--- config.mk ---
export PLATFORM = sky130hd
export DESIGN_NAME = piso_stream
export DESIGN_NICKNAME = d
export VERILOG_FILES = /design/src/rtl/piso_pkg.sv /design/src/rtl/piso_bit_cnt.sv /design/src/rtl/piso_stream.sv
export SDC_FILE = /design/constraint.sdc
export NUM_CORES = 1
export LEC_CHECK = 0
export ABC_CLOCK_PERIOD_IN_PS = 4700
export BUFFER_PORTS_ARGS = -buffer_cell sky130_fd_sc_hd__buf_2
export CAP_MARGIN = 15
export CELL_PAD_IN_SITES_DETAIL_PLACEMENT = 1
export CELL_PAD_IN_SITES_GLOBAL_PLACEMENT = 1
export CORE_MARGIN = 4
export CORE_UTILIZATION = 41
export DETAILED_ROUTE_END_ITERATION = 7
export PLACE_DENSITY_LB_ADDON = 0.08
export SKIP_CTS_REPAIR_TIMING = 1
export SLEW_MARGIN = 20
export SYNTH_ARGS = -nofsm -noshare
export SYNTH_HDL_FRONTEND = slang
export SYNTH_SLANG_ARGS = --single-unit
--- constraint.sdc ---
create_clock -name clk -period 4.7 [get_ports clk]
set_clock_uncertainty 0.2 [all_clocks]
set_input_delay 0.47 -clock clk [delete_from_list [all_inputs] [get_ports clk]]
set_output_delay 0.47 -clock clk [all_outputs]
set_load 0.02 [all_outputs]
--- src/rtl/piso_pkg.sv ---
// Shared state encoding and helpers for the piso_stream serialiser.
package piso_pkg;

  localparam logic [1:0] ST_IDLE   = 2'd0;
  localparam logic [1:0] ST_SHIFT  = 2'd1;
  localparam logic [1:0] ST_PARITY = 2'd2;

  typedef enum logic [1:0] {
    IDLE   = ST_IDLE,
    SHIFT  = ST_SHIFT,
    PARITY = ST_PARITY
  } state_t;

  // A counter needs at least one bit, even for a degenerate word width.
  function automatic int cnt_width(input int width);
    return (width > 1) ? $clog2(width) : 1;
  endfunction

endpackage

--- src/rtl/piso_bit_cnt.sv ---
// Bit index counter for piso_stream: clear on word capture, advance per shifted bit,
// terminal count flags the final data bit.
module piso_bit_cnt
  import piso_pkg::*;
#(
  parameter int WIDTH = 8
) (
  input  logic clk,
  input  logic rst,
  input  logic i_clear,
  input  logic i_enable,
  output logic o_tc
);

  localparam int CW = cnt_width(WIDTH);

  logic [CW-1:0] r_count;

  always_ff @(posedge clk) begin
    if (!rst) begin
      r_count <= '0;
    end else if (i_clear) begin
      r_count <= '0;
    end else if (i_enable) begin
      r_count <= r_count + CW'(1);
    end
  end

  assign o_tc = (r_count == CW'(WIDTH - 1));

endmodule

--- src/rtl/piso_stream.sv ---
// Parallel-in serial-out streamer with valid/ready load handshake and hold control.
// Define PISO_PARITY_EN to append an even-parity bit after the data bits.
module piso_stream
  import piso_pkg::*;
#(
  parameter int WIDTH     = 8,
  parameter int MSB_FIRST = 0
) (
  input  logic             clk,
  input  logic             rst,
  input  logic             load_valid,
  output logic             load_ready,
  input  logic [WIDTH-1:0] load_data,
  input  logic             shift_en,
  output logic             sout,
  output logic             sout_valid,
  output logic             sout_last,
  output logic             busy
);

  localparam logic MSB = (MSB_FIRST != 0);

  state_t           r_state;
  state_t           w_next;
  logic [WIDTH-1:0] r_shreg;
  logic [WIDTH-1:0] w_shreg_n;
  logic             r_sout;
  logic             w_sout_n;
  logic             w_tc;
  logic             w_last;
  logic             w_ready;
  logic             w_xfer;
  logic             w_advance;
`ifdef PISO_PARITY_EN
  logic             r_par;
`endif

`ifdef PISO_PARITY_EN
  assign w_last = (r_state == PARITY);
`else
  assign w_last = (r_state == SHIFT) && w_tc;
`endif

  // A new word may enter while the last bit of the previous one leaves.
  assign w_ready   = (r_state == IDLE) || (w_last && shift_en);
  assign w_xfer    = load_valid && w_ready;
  assign w_advance = shift_en && (r_state == SHIFT) && !w_tc;

  piso_bit_cnt #(
    .WIDTH(WIDTH)
  ) u_bit_cnt (
    .clk     (clk),
    .rst     (rst),
    .i_clear (w_xfer),
    .i_enable(w_advance),
    .o_tc    (w_tc)
  );

  always_ff @(posedge clk) begin
    if (!rst) begin
      r_state <= IDLE;
    end else begin
      r_state <= w_next;
    end
  end

  always_comb begin
    w_next    = r_state;
    w_sout_n  = r_sout;
    w_shreg_n = r_shreg;
    if (w_xfer) begin
      w_next    = SHIFT;
      w_sout_n  = MSB ? load_data[WIDTH-1] : load_data[0];
      w_shreg_n = MSB ? (load_data << 1) : (load_data >> 1);
    end else if (shift_en) begin
      case (r_state)
        SHIFT: begin
          if (!w_tc) begin
            w_sout_n  = MSB ? r_shreg[WIDTH-1] : r_shreg[0];
            w_shreg_n = MSB ? (r_shreg << 1) : (r_shreg >> 1);
          end else begin
`ifdef PISO_PARITY_EN
            w_next   = PARITY;
            w_sout_n = r_par;
`else
            w_next   = IDLE;
            w_sout_n = 1'b0;
`endif
          end
        end
`ifdef PISO_PARITY_EN
        PARITY: begin
          w_next   = IDLE;
          w_sout_n = 1'b0;
        end
`endif
        default: begin
        end
      endcase
    end
  end

  always_ff @(posedge clk) begin
    if (!rst) begin
      r_sout  <= 1'b0;
      r_shreg <= '0;
`ifdef PISO_PARITY_EN
      r_par   <= 1'b0;
`endif
    end else begin
      r_sout  <= w_sout_n;
      r_shreg <= w_shreg_n;
`ifdef PISO_PARITY_EN
      if (w_xfer) begin
        r_par <= ^load_data;
      end
`endif
    end
  end

  assign load_ready = w_ready;
  assign sout       = r_sout;
  assign sout_valid = (r_state != IDLE);
  assign sout_last  = w_last;
  assign busy       = (r_state != IDLE);

endmodule

==> qor.csv, run 1 <==
stage;metric;value;unit
outcome;outcome;complete, no violations;
final_layout;Ant. Diodes;0;
min_path;hold crit path type;input port to register;
drt;DR vias/cell;5.883;
die;row count;14;
final_layout;most common cell after layout, fill and taps aside;buf_2;
drt;final WL;1595;um
yosys;Mapped Nets;88;
drt;met2 WL post-DR;767;um
power_and_ir_drop;P_leak;0.3827;nW
clocking;clk slew on worst S/H paths;0.08;ns
yosys;Netlist Area Pre-Place;719.4;sq um
worst_setup_path;worst-path maximum fanout;12;
clocking;Clock Latency Late Sink;0.27;ns
placed_design;PortBufs;16;
drt;via count;606;
yosys;Ys Warns;0;
drt;Routed Antenna Nets;0;
worst_setup_path;CP Class;register to output port;
sta;Final Hold Viols;0;
yosys;Seq/Total Area, Yosys;33.39;%
power_and_ir_drop;maximum vdd drop;0.1431;mV
worst_setup_path;crit path cell chain;ha_1, ha_1, a21bo_2, buf_2;
power_and_ir_drop;total power;0.2442;mW
die;Die Y;49.89;um
yosys;Synth top area share;33.39;%
placed_design;GPL Wtd Cong;0.7388;
grt;Remaining Overflow, GRT;0;
clocking;CTS root buf;clkbuf_4;
yosys;Mean Syn Cell Area;9.722;sq um
sta;Rel. slew slack;59.41;%
sta;Max Fclk;449.2;MHz
yosys;Post-synth EDFFs;0;
yosys;Synth area leaders;dfxtp_1 33%, a221oi_2 13%, o31ai_1 6.3%;
drt;met3 wire len;87;um
clocking;deepest clock path buffer count;2;
sta;Hold WS;0.2392;ns
placed_design;detailed-placement wirelength estimate;1153;um
grt;largest net degree at the start of global routing;17;
die;Core Area;1577;sq um
sta;Final setup viols;0;
drt;DRC Markers;0;
sta;final slew viol count;0;
die;Die ar.;2489;sq um
worst_setup_path;Crit-path slowest cell;dfxtp_1;
grt;initial antenna violation count;0;
worst_setup_path;Crit path top cell by count;ha_1;
worst_setup_path;Worst EP arrival;1.56;ns
worst_setup_path;Critical Path Start Type;register;
final_layout;Design Area, Final;810.8;sq um
final_layout;nets;102;
final_layout;most frequent cells in the layout;16 x buf_2, 12 x dfxtp_1, 7 x inv_1;
grt;GRT Resource Usage Total;15.21;%
worst_setup_path;crit-path max cell delay;0.33;ns
sta;setup_tns;0;ns
die;Starting Density;45.63;%
drt;DR pass1 iterations;4;
final_layout;layout cell share with drive strength beyond 1;34.48;%
drt;DR top layer;met4;
placed_design;Area after DPL;774.5;sq um
yosys;post-synthesis cell type count;28;
drt;number of DRC markers in iteration 0;3;
grt;vias in the first global route;655;
worst_setup_path;Worst Setup End Kind;output port;
run;MaxCap Viol Count;0;
drt;DRT met1 WL;724;um
grt;first-pass GRT wire length;2822;um
clocking;clk sinks;12;
clocking;CTS buffer count;3;
sta;RSZ-0062 raised after global routing;false;
drt;routed len/inst;15.49;um
yosys;Main synth FF type;dfxtp_1;
yosys;area leader, netlist;dfxtp_1;
yosys;Synth async-reset ratio;0;%
die;Ports;17;
sta;minimum clock period;2.226;ns
clocking;H-tree lvl count;1;
sta;period utilisation layout;47.37;%
yosys;cells after synthesis;74;
clocking;CTS tree;built;
power_and_ir_drop;Pwr Density;301.1;nW/um^2
final_layout;Final Core Density;51.43;%
yosys;Yosys reg bits;12;
worst_setup_path;required time of the critical path;4.03;ns
final_layout;Area Growth Syn to Fin;12.70;%
die;die width;49.89;um
sta;Tightest Pin Transition;0.6080;ns
## kinds of logic (layout without fill, tap and decap cells)
family          after synthesis  in the layout  share of synthesized area (%)
compound gates               23             23                          29.04
xor+xnor                      1              1                          1.218
simple gates                 18             18                          17.39
flops                        12             12                          33.39
fa+ha+maj                     2              2                          3.478
mux                           4              4                          5.565
buf+inv                      14             27                          9.912
## state kept, by name, summed over array words and instances, names as in the netlist
signal	cells
r_shreg	7
u_bit_cnt.r_count	3
r_state	1
sout	1
## cells in the mapped netlist, types with 2 or more instances
cell / number
dfxtp_1: 12
a221oi_2: 6
o22ai_1: 6
inv_1: 7
mux2i_1: 4
or2b_1: 3
nand3_1: 2
nand2b_1: 4
ha_1: 2
buf_2: 3
nor3b_1: 2
buf_4: 2
o31ai_1: 6
## cell type report
type / count / area, sq um
repair buffers: 16 / 80.08
clock buffers: 4 / 36.28
flip-flops and latches: 12 / 240.2
well taps: 16 / 20.02
multi-input cells: 48 / 407.9
fillers: 206 / 765.7
inverters: 7 / 26.28
## path summary, 6_finish.rpt
check                                               end  cells past startpoint                              start  slack (ns)
worst min register to register  r_shreg[6]$_SDFFE_PN0P_                      2            r_shreg[6]$_SDFFE_PN0P_        0.29
worst max register to register  r_shreg[3]$_SDFFE_PN0P_                      5  u_bit_cnt.r_count[0]$_SDFFE_PP0P_        2.80
worst min-delay path            r_shreg[1]$_SDFFE_PN0P_                      3                       load_data[2]        0.24
worst max-delay path                         load_ready                      4  u_bit_cnt.r_count[0]$_SDFFE_PP0P_        2.47
## per-stage QoR
stage	std cells	setup slack [ns]
after CTS	103	2.461
after global routing	103	2.359
final	103	2.474
after global placement	99	2.811
after floorplan	74	2.936
after detailed placement	99	2.774
## critical path: cells and delay by family, from the launching register on
family,cells,cell delay (ns)
flops,1,0.33
compound gates,1,0.29
fa+ha+maj,2,0.51
buf+inv,1,0.16
## routing by layer
layer	vias up	global-route usage [%]
li1	300	-
met5	-	0
met1	289	16.99
met2	15	25.33
met4	0	6.912
met3	2	5.723
## power breakdown
part	switching (mW)	internal [mW]	leakage, nW	total (mW)
Combinational	0.0246	0.0209	0.263	0.0455
Clock	0.0348	0.0471	0.0210	0.0819
Sequential	0.00793	0.109	0.0991	0.117
(Power assumes the default switching activity.)
==> run 2, diff against run 1 <==
Settings changed: ABC_AREA set to 1, ABC_CLOCK_PERIOD_IN_PS 4700 to 2200, CORE_UTILIZATION 41 to 36.
Clock period 4.7 ns to 2.2 ns, I/O delays scaled along.
==> run 2 against run 1 <==
  * Worst hold slack got worse by 0.24 ns
  * Synthesized cell count rose by 28%
  * Clock power rose by 130%
  * Highest routed layer unchanged
  * Utilization fell by 6.8 points
  * Largest power group unchanged
  * Critical path depth rose by 1
  * Largest cell class unchanged
  * Sequential power rose by 110%
  * Clock-buffer cell count did not move
  * Flip-flop and latch count did not move
  * Critical endpoint unchanged
  * Routed wire length rose by 2.5%
  * Sequential share of layout area rose by 0.56 points
  * Power rose by 110%
==> qor.csv, run 2 <==
stage;metric;value;unit;change
sta;period utilisation layout;88.98;%;
clocking;CTS root buf;clkbuf_4;;unchanged
final_layout;layout cell share with drive strength beyond 1;24.77;%;was 34.48%
worst_setup_path;FF-to-FF Start;u_bit_cnt.r_count[0]$_SDFFE_PP0P_;;unchanged
worst_setup_path;CP Class;register to output port;;unchanged
clocking;CTS tree;built;;unchanged
yosys;Seq/Total Area, Yosys;34.04;%;was 33.39%
power_and_ir_drop;P_leak;0.3989;nW;was 0.3827 nW
yosys;Ys Warns;0;;unchanged
die;Ports;17;;unchanged
die;die width;52.28;um;was 49.89 um
drt;final WL;1635;um;was 1595 um
yosys;Mapped Nets;109;;was 88
placed_design;GPL Wtd Cong;0.7350;;was 0.7388
placed_design;Area after DPL;759.5;sq um;was 774.5 sq um
power_and_ir_drop;sw power;0.1541;mW;was 0.06738 mW
final_layout;most common cell after layout, fill and taps aside;nand2_1;;was buf_2
placed_design;detailed-placement wirelength estimate;1190;um;was 1153 um
placed_design;dpl cells;130;;was 99
sta;Max Fclk;510.8;MHz;
worst_setup_path;Critical Path Start Type;register;;unchanged
yosys;Netlist Area Pre-Place;705.7;sq um;was 719.4 sq um
yosys;Post-synth EDFFs;0;;unchanged
run;MaxCap Viol Count;0;;unchanged
worst_setup_path;Worst Setup End Kind;output port;;unchanged
final_layout;Largest register FFs;7;;unchanged
die;Core Area;1783;sq um;was 1577 sq um
grt;busiest grt layer;met2;;unchanged
clocking;H-tree lvl count;1;;unchanged
grt;vias in the first global route;603;;was 655
grt;first-pass GRT wire length;2718;um;was 2822 um
placed_design;pre-CTS setup slack;0.3394;ns;was 2.774 ns
sta;RSZ-0062 raised after global routing;false;;unchanged
yosys;Yosys reg bits;12;;unchanged
sta;final slew viol count;0;;unchanged
drt;via count;658;;was 606
drt;DR vias/cell;4.910;;was 5.883
grt;Remaining Overflow, GRT;0;;unchanged
grt;met3 GRT Util;5.983;%;was 5.723%
worst_setup_path;required time of the critical path;1.78;ns;was 4.03 ns
final_layout;nets;124;;was 102
worst_setup_path;worst r2r dst;u_bit_cnt.r_count[1]$_SDFFE_PP0P_;;was r_shreg[3]$_SDFFE_PN0P_
final_layout;fillers;246;;was 206
clocking;clk slew on worst S/H paths;0.09;ns;was 0.08 ns
worst_setup_path;reg2reg setup slack;0.29;ns;was 2.80 ns
final_layout;Largest regs;r_shreg (7), u_bit_cnt.r_count (3);;unchanged
yosys;area leader, netlist;dfxtp_1;;unchanged
grt;largest net degree at the start of global routing;19;;was 17
final_layout;Design Area, Final;795.8;sq um;was 810.8 sq um
power_and_ir_drop;total power;0.5227;mW;was 0.2442 mW
final_layout;Final Core Density;44.63;%;was 51.43%
clocking;clk sinks;12;;unchanged
power_and_ir_drop;Int Pwr;0.3686;mW;was 0.1768 mW
drt;routed len/inst;12.20;um;was 15.49 um
clocking;CTS buffer count;3;;unchanged
worst_setup_path;worst-path maximum fanout;11;;was 12
drt;number of DRC markers in iteration 0;4;;was 3
power_and_ir_drop;sequential share of power;46.3;%;was 47.8%
die;Die ar.;2733;sq um;was 2489 sq um
die;row count;15;;was 14
power_and_ir_drop;Switching Share;29.48;%;was 27.59%
drt;DRC Markers;0;;unchanged
placed_design;PortBufs;16;;unchanged
die;Die Y;52.28;um;was 49.89 um
grt;met2 GRT Util;19.46;%;was 25.33%
yosys;Synth async-reset ratio;0;%;unchanged
sta;setup slack after layout;0.2424;ns;was 2.474 ns
sta;setup_tns;0;ns;unchanged
yosys;Mean Syn Cell Area;7.428;sq um;was 9.722 sq um
yosys;Synth top area share;34.04;%;was 33.39%
final_layout;Area Growth Syn to Fin;12.77;%;was 12.70%
final_layout;most frequent cells in the layout;21 x nand2_1, 16 x buf_2, 12 x nand3_1, 12 x dfxtp_1, 11 x inv_1;;was 16 x buf_2, 12 x dfxtp_1, 7 x inv_1
yosys;most numerous cell in the Yosys netlist;nand2_1;;was dfxtp_1
worst_setup_path;Critical Path Start;u_bit_cnt.r_count[0]$_SDFFE_PP0P_;;unchanged
worst_setup_path;end of the critical path;load_ready;;unchanged
yosys;most instantiated cells after synthesis;21 x nand2_1, 12 x dfxtp_1, 12 x nand3_1;;was 12 x dfxtp_1, 7 x inv_1, 6 x a221oi_2, 6 x o22ai_1, 6 x o31ai_1
drt;DR pass1 iterations;4;;unchanged
sta;Hold WS;0.003248;ns;was 0.2392 ns
power_and_ir_drop;Clock power frac;35.4;%;was 33.6%
sta;Final setup viols;0;;unchanged
die;Starting Density;39.58;%;was 45.63%
power_and_ir_drop;Comb power frac;18.4;%;was 18.6%
sta;Final Hold Viols;0;;unchanged
drt;Routed Antenna Nets;0;;unchanged
final_layout;Ant. Diodes;0;;unchanged
yosys;cells after synthesis;95;;was 74
min_path;hold crit path type;input port to register;;unchanged
worst_setup_path;R2R depth;8;;was 5
sta;minimum clock period;1.958;ns;
yosys;post-synthesis cell type count;19;;was 28
grt;met1 usage;18.70;%;was 16.99%
power_and_ir_drop;maximum vdd drop;0.3842;mV;was 0.1431 mV
clocking;Clock Latency Late Sink;0.28;ns;was 0.27 ns
final_layout;largest reg by FF count;r_shreg;;unchanged
clocking;deepest clock path buffer count;2;;unchanged
yosys;Main synth FF type;dfxtp_1;;unchanged
final_layout;final non-filler cell total;134;;was 103
worst_setup_path;Worst EP arrival;1.54;ns;was 1.56 ns
grt;GRT Resource Usage Total;13.38;%;was 15.21%
power_and_ir_drop;Pwr Density;656.8;nW/um^2;was 301.1 nW/um^2
grt;initial antenna violation count;0;;unchanged
outcome;outcome;complete, no violations;;unchanged
sta;Tightest Pin Transition;0.2963;ns;was 0.6080 ns
yosys;Synth area leaders;dfxtp_1 34%, nand2_1 11%, nand3_1 8.5%;;was dfxtp_1 33%, a221oi_2 13%, o31ai_1 6.3%
sta;Rel. slew slack;80.23;%;was 59.41%
## run 2: cells by family (layout without fill, tap and decap cells)
kind of cell,count (synthesis),after routing,share of synthesized area [%]
AOI/OAI and AO/OA,11,11,8.865
adders and majority gates,2,2,3.546
DFF,12,12,34.04
and+or+nand+nor,51,51,37.24
xor gates and xnor gates,1,1,1.241
buffers and inverters,18,32,15.07
## run 2: worst min path at each step
stage / startpoint / end / slack, ns / cells after the start
floorplan: rst / u_bit_cnt.r_count[1]$_SDFFE_PP0P_ / 0.15 / 2
global placement: r_shreg[0]$_SDFFE_PN0P_ / r_shreg[0]$_SDFFE_PN0P_ / 0.28 / 2
detailed placement: r_shreg[1]$_SDFFE_PN0P_ / r_shreg[1]$_SDFFE_PN0P_ / 0.28 / 2
CTS: load_data[7] / r_shreg[6]$_SDFFE_PN0P_ / -0.002 / 3
global route: load_data[7] / r_shreg[6]$_SDFFE_PN0P_ / 0.004 / 3
finish: load_data[7] / r_shreg[6]$_SDFFE_PN0P_ / 0.003 / 3
## run 2: final cells by class
cell class | instances | area, sq um | share of cell area (%)
clock buffers | 4 | 36.28 | 4.560
repair buffers | 17 | 87.58 | 11.01
multi-input cells | 65 | 359.1 | 45.13
well taps | 25 | 31.28 | 3.931
flip-flops and latches | 12 | 240.2 | 30.19
inverters | 11 | 41.29 | 5.189
## run 2: worst max-delay path, stage by stage, from the launching register on
cell and delay [ns]:
dfxtp_1 0.36, ha_1 0.16, ha_1 0.24, nand2_2 0.07, nand2_2 0.21, buf_2 0.22
## run 2: routing by layer
metal	part of all wire, %	vias up	wire [um]
li1	-	339	-
met1	49	299	803
met2	44	18	712
met3	6.5	2	106
met4	0.73	0	12
met5	0	-	0
## run 2: power groups by stage
stage	combinational, mW	clock (mW)	sequential [mW]
after floorplan	0.0767	0	0.248
after global placement	0.0953	0	0.247
after detailed placement	0.0960	0	0.247
after CTS	0.0970	0.190	0.242
after global routing	0.107	0.205	0.245
final	0.0959	0.185	0.242
==> run 3, diff against run 2 <==
Settings changed: CORE_MARGIN 4 to 10, RECOVER_POWER set to 50.
==> run 3 against run 2 <==
  * Worst setup slack improved by 0.012 ns
  * Die area rose by 51%
  * Critical path depth did not move
  * Global-route usage fell by 4.6 points
  * Worst hold slack improved by 0.0042 ns
  * Sequential power barely moved
  * Largest cell class unchanged
  * Sequential share of layout area rose by 0.19 points
  * Flip-flop and latch count did not move
==> qor.csv, run 3 (synthesized netlist as in run 2, its figures left out) <==
stage;metric;value;unit;change
worst_setup_path;Critical Path Start Type;register;;unchanged
drt;via count;657;;was 658
final_layout;Final Core Density;44.35;%;was 44.63%
worst_setup_path;worst-path maximum fanout;11;;unchanged
die;die width;64.28;um;was 52.28 um
grt;Remaining Overflow, GRT;0;;unchanged
clocking;Clock Latency Late Sink;0.28;ns;about the same
grt;GRT Resource Usage Total;8.741;%;was 13.38%
sta;minimum clock period;1.945;ns;was 1.958 ns
drt;final WL;1743;um;was 1635 um
sta;Tightest Pin Transition;0.2779;ns;was 0.2963 ns
power_and_ir_drop;Switching Share;29.58;%;was 29.48%
worst_setup_path;crit-path max cell delay;0.35;ns;was 0.36 ns
grt;initial antenna violation count;0;;unchanged
clocking;CTS buffer count;3;;unchanged
placed_design;PortBufs;16;;unchanged
drt;DR vias/cell;4.903;;was 4.910
placed_design;detailed-placement wirelength estimate;1320;um;was 1190 um
sta;setup_tns;0;ns;unchanged
power_and_ir_drop;total power;0.5216;mW;was 0.5227 mW
clocking;H-tree lvl count;1;;unchanged
min_path;hold path startpoint;load_data[7];;unchanged
power_and_ir_drop;Comb power frac;18.1;%;was 18.4%
final_layout;Largest register FFs;7;;unchanged
final_layout;Design Area, Final;790.8;sq um;was 795.8 sq um
final_layout;nets;124;;unchanged
worst_setup_path;Crit-path slowest cell;dfxtp_1;;unchanged
die;Die Y;64.28;um;was 52.28 um
drt;DR pass1 iterations;3;;was 4
power_and_ir_drop;sequential share of power;46.4;%;was 46.3%
outcome;outcome;complete, no violations;;unchanged
worst_setup_path;reg2reg setup slack;0.33;ns;was 0.29 ns
grt;largest net degree at the start of global routing;19;;unchanged
worst_setup_path;FF-to-FF Start;u_bit_cnt.r_count[0]$_SDFFE_PP0P_;;unchanged
clocking;CTS root buf;clkbuf_4;;unchanged
power_and_ir_drop;maximum vdd drop;0.4048;mV;was 0.3842 mV
final_layout;final non-filler cell total;134;;unchanged
die;Starting Density;39.58;%;unchanged
sta;period utilisation layout;88.42;%;was 88.98%
clocking;clk slew on worst S/H paths;0.08;ns;was 0.09 ns
min_path;hold crit path type;input port to register;;unchanged
die;Die ar.;4131;sq um;was 2733 sq um
worst_setup_path;Critical Path Start;u_bit_cnt.r_count[0]$_SDFFE_PP0P_;;unchanged
die;Core Area;1783;sq um;unchanged
sta;Final setup viols;0;;unchanged
worst_setup_path;Worst EP arrival;1.53;ns;was 1.54 ns
placed_design;Area after DPL;759.5;sq um;unchanged
final_layout;Ant. Diodes;0;;unchanged
worst_setup_path;required time of the critical path;1.78;ns;about the same
power_and_ir_drop;P_leak;0.3837;nW;was 0.3989 nW
sta;final slew viol count;0;;unchanged
drt;number of DRC markers in iteration 0;4;;unchanged
sta;Max Fclk;514.1;MHz;was 510.8 MHz
worst_setup_path;crit path cell chain;ha_1, ha_1, nand2_2, nand2_2, buf_2;;unchanged
power_and_ir_drop;Pwr Density;659.6;nW/um^2;was 656.8 nW/um^2
placed_design;GPL Wtd Cong;0.7828;;was 0.7350
grt;vias in the first global route;645;;was 603
drt;DRC Markers;0;;unchanged
placed_design;dpl cells;130;;unchanged
power_and_ir_drop;sw power;0.1543;mW;was 0.1541 mW
run;MaxCap Viol Count;0;;unchanged
worst_setup_path;Worst Setup End Kind;output port;;unchanged
final_layout;most frequent cells in the layout;21 x nand2_1, 12 x nand3_1, 12 x buf_2, 12 x dfxtp_1, 11 x inv_1;;was 21 x nand2_1, 16 x buf_2, 12 x nand3_1, 12 x dfxtp_1, 11 x inv_1
final_layout;Largest regs;r_shreg (7), u_bit_cnt.r_count (3);;unchanged
final_layout;layout cell share with drive strength beyond 1;21.10;%;was 24.77%
power_and_ir_drop;Clock power frac;35.4;%;about the same
sta;Rel. slew slack;81.45;%;was 80.23%
power_and_ir_drop;Int Pwr;0.3673;mW;was 0.3686 mW
sta;RSZ-0062 raised after global routing;false;;unchanged
clocking;deepest clock path buffer count;2;;unchanged
clocking;CTS tree;built;;unchanged
final_layout;Area Growth Syn to Fin;12.06;%;was 12.77%
drt;routed len/inst;13.01;um;was 12.20 um
clocking;clk sinks;12;;unchanged
drt;Routed Antenna Nets;0;;unchanged
final_layout;most common cell after layout, fill and taps aside;nand2_1;;unchanged
sta;Final Hold Viols;0;;unchanged
die;row count;15;;unchanged
worst_setup_path;CP Class;register to output port;;unchanged
die;Ports;17;;unchanged
grt;first-pass GRT wire length;2939;um;was 2718 um
final_layout;largest reg by FF count;r_shreg;;unchanged
[run 3: power by group through the flow]
stage,Sequential (mW),Clock [mW],Combinational (mW)
floorplan,0.248,0,0.0767
global placement,0.247,0,0.0958
detailed placement,0.247,0,0.0970
CTS,0.242,0.190,0.0978
global route,0.244,0.204,0.107
finish,0.242,0.185,0.0946
[run 3: per-stage QoR]
stage	worst slack [ns]	hold WS [ns]
5_1_grt	0.09878	0.005895
4_1_cts	0.2176	0.003147
2_1_floorplan	0.6197	0.1458
3_5_place_dp	0.3235	0.2807
3_3_place_gp	0.4203	0.2764
6_report	0.2547	0.007422
[run 3: area by class of cell]
cell class | count | area [sq um]
sequential | 12 | 240.2
timing repair buffer | 17 | 82.58
multi-input combinational | 65 | 359.1
fill | 244 | 992.2
inverter | 11 | 41.29
clock buffer | 4 | 36.28
tap | 25 | 31.28
[run 3: path summary, 6_finish.rpt]
kind	cells after the start	endpoint
min	3	r_shreg[6]$_SDFFE_PN0P_
max	5	load_ready
max reg2reg	8	u_bit_cnt.r_count[1]$_SDFFE_PP0P_
min reg2reg	2	r_shreg[0]$_SDFFE_PN0P_
[run 3: routing by layer]
layer	vias to the layer above	GRT usage, %	routed length [um]
met2	14	12.93	762
met4	0	1.604	12
met5	-	0	0
li1	338	-	-
met3	2	5.226	128
met1	303	10.69	839
[run 3: worst max-delay path: cells and delay by family, from the launching register on]
family,cells,cell delay (ns)
buf+inv,1,0.22
flops,1,0.35
simple gates,2,0.27
fa+ha+maj,2,0.40
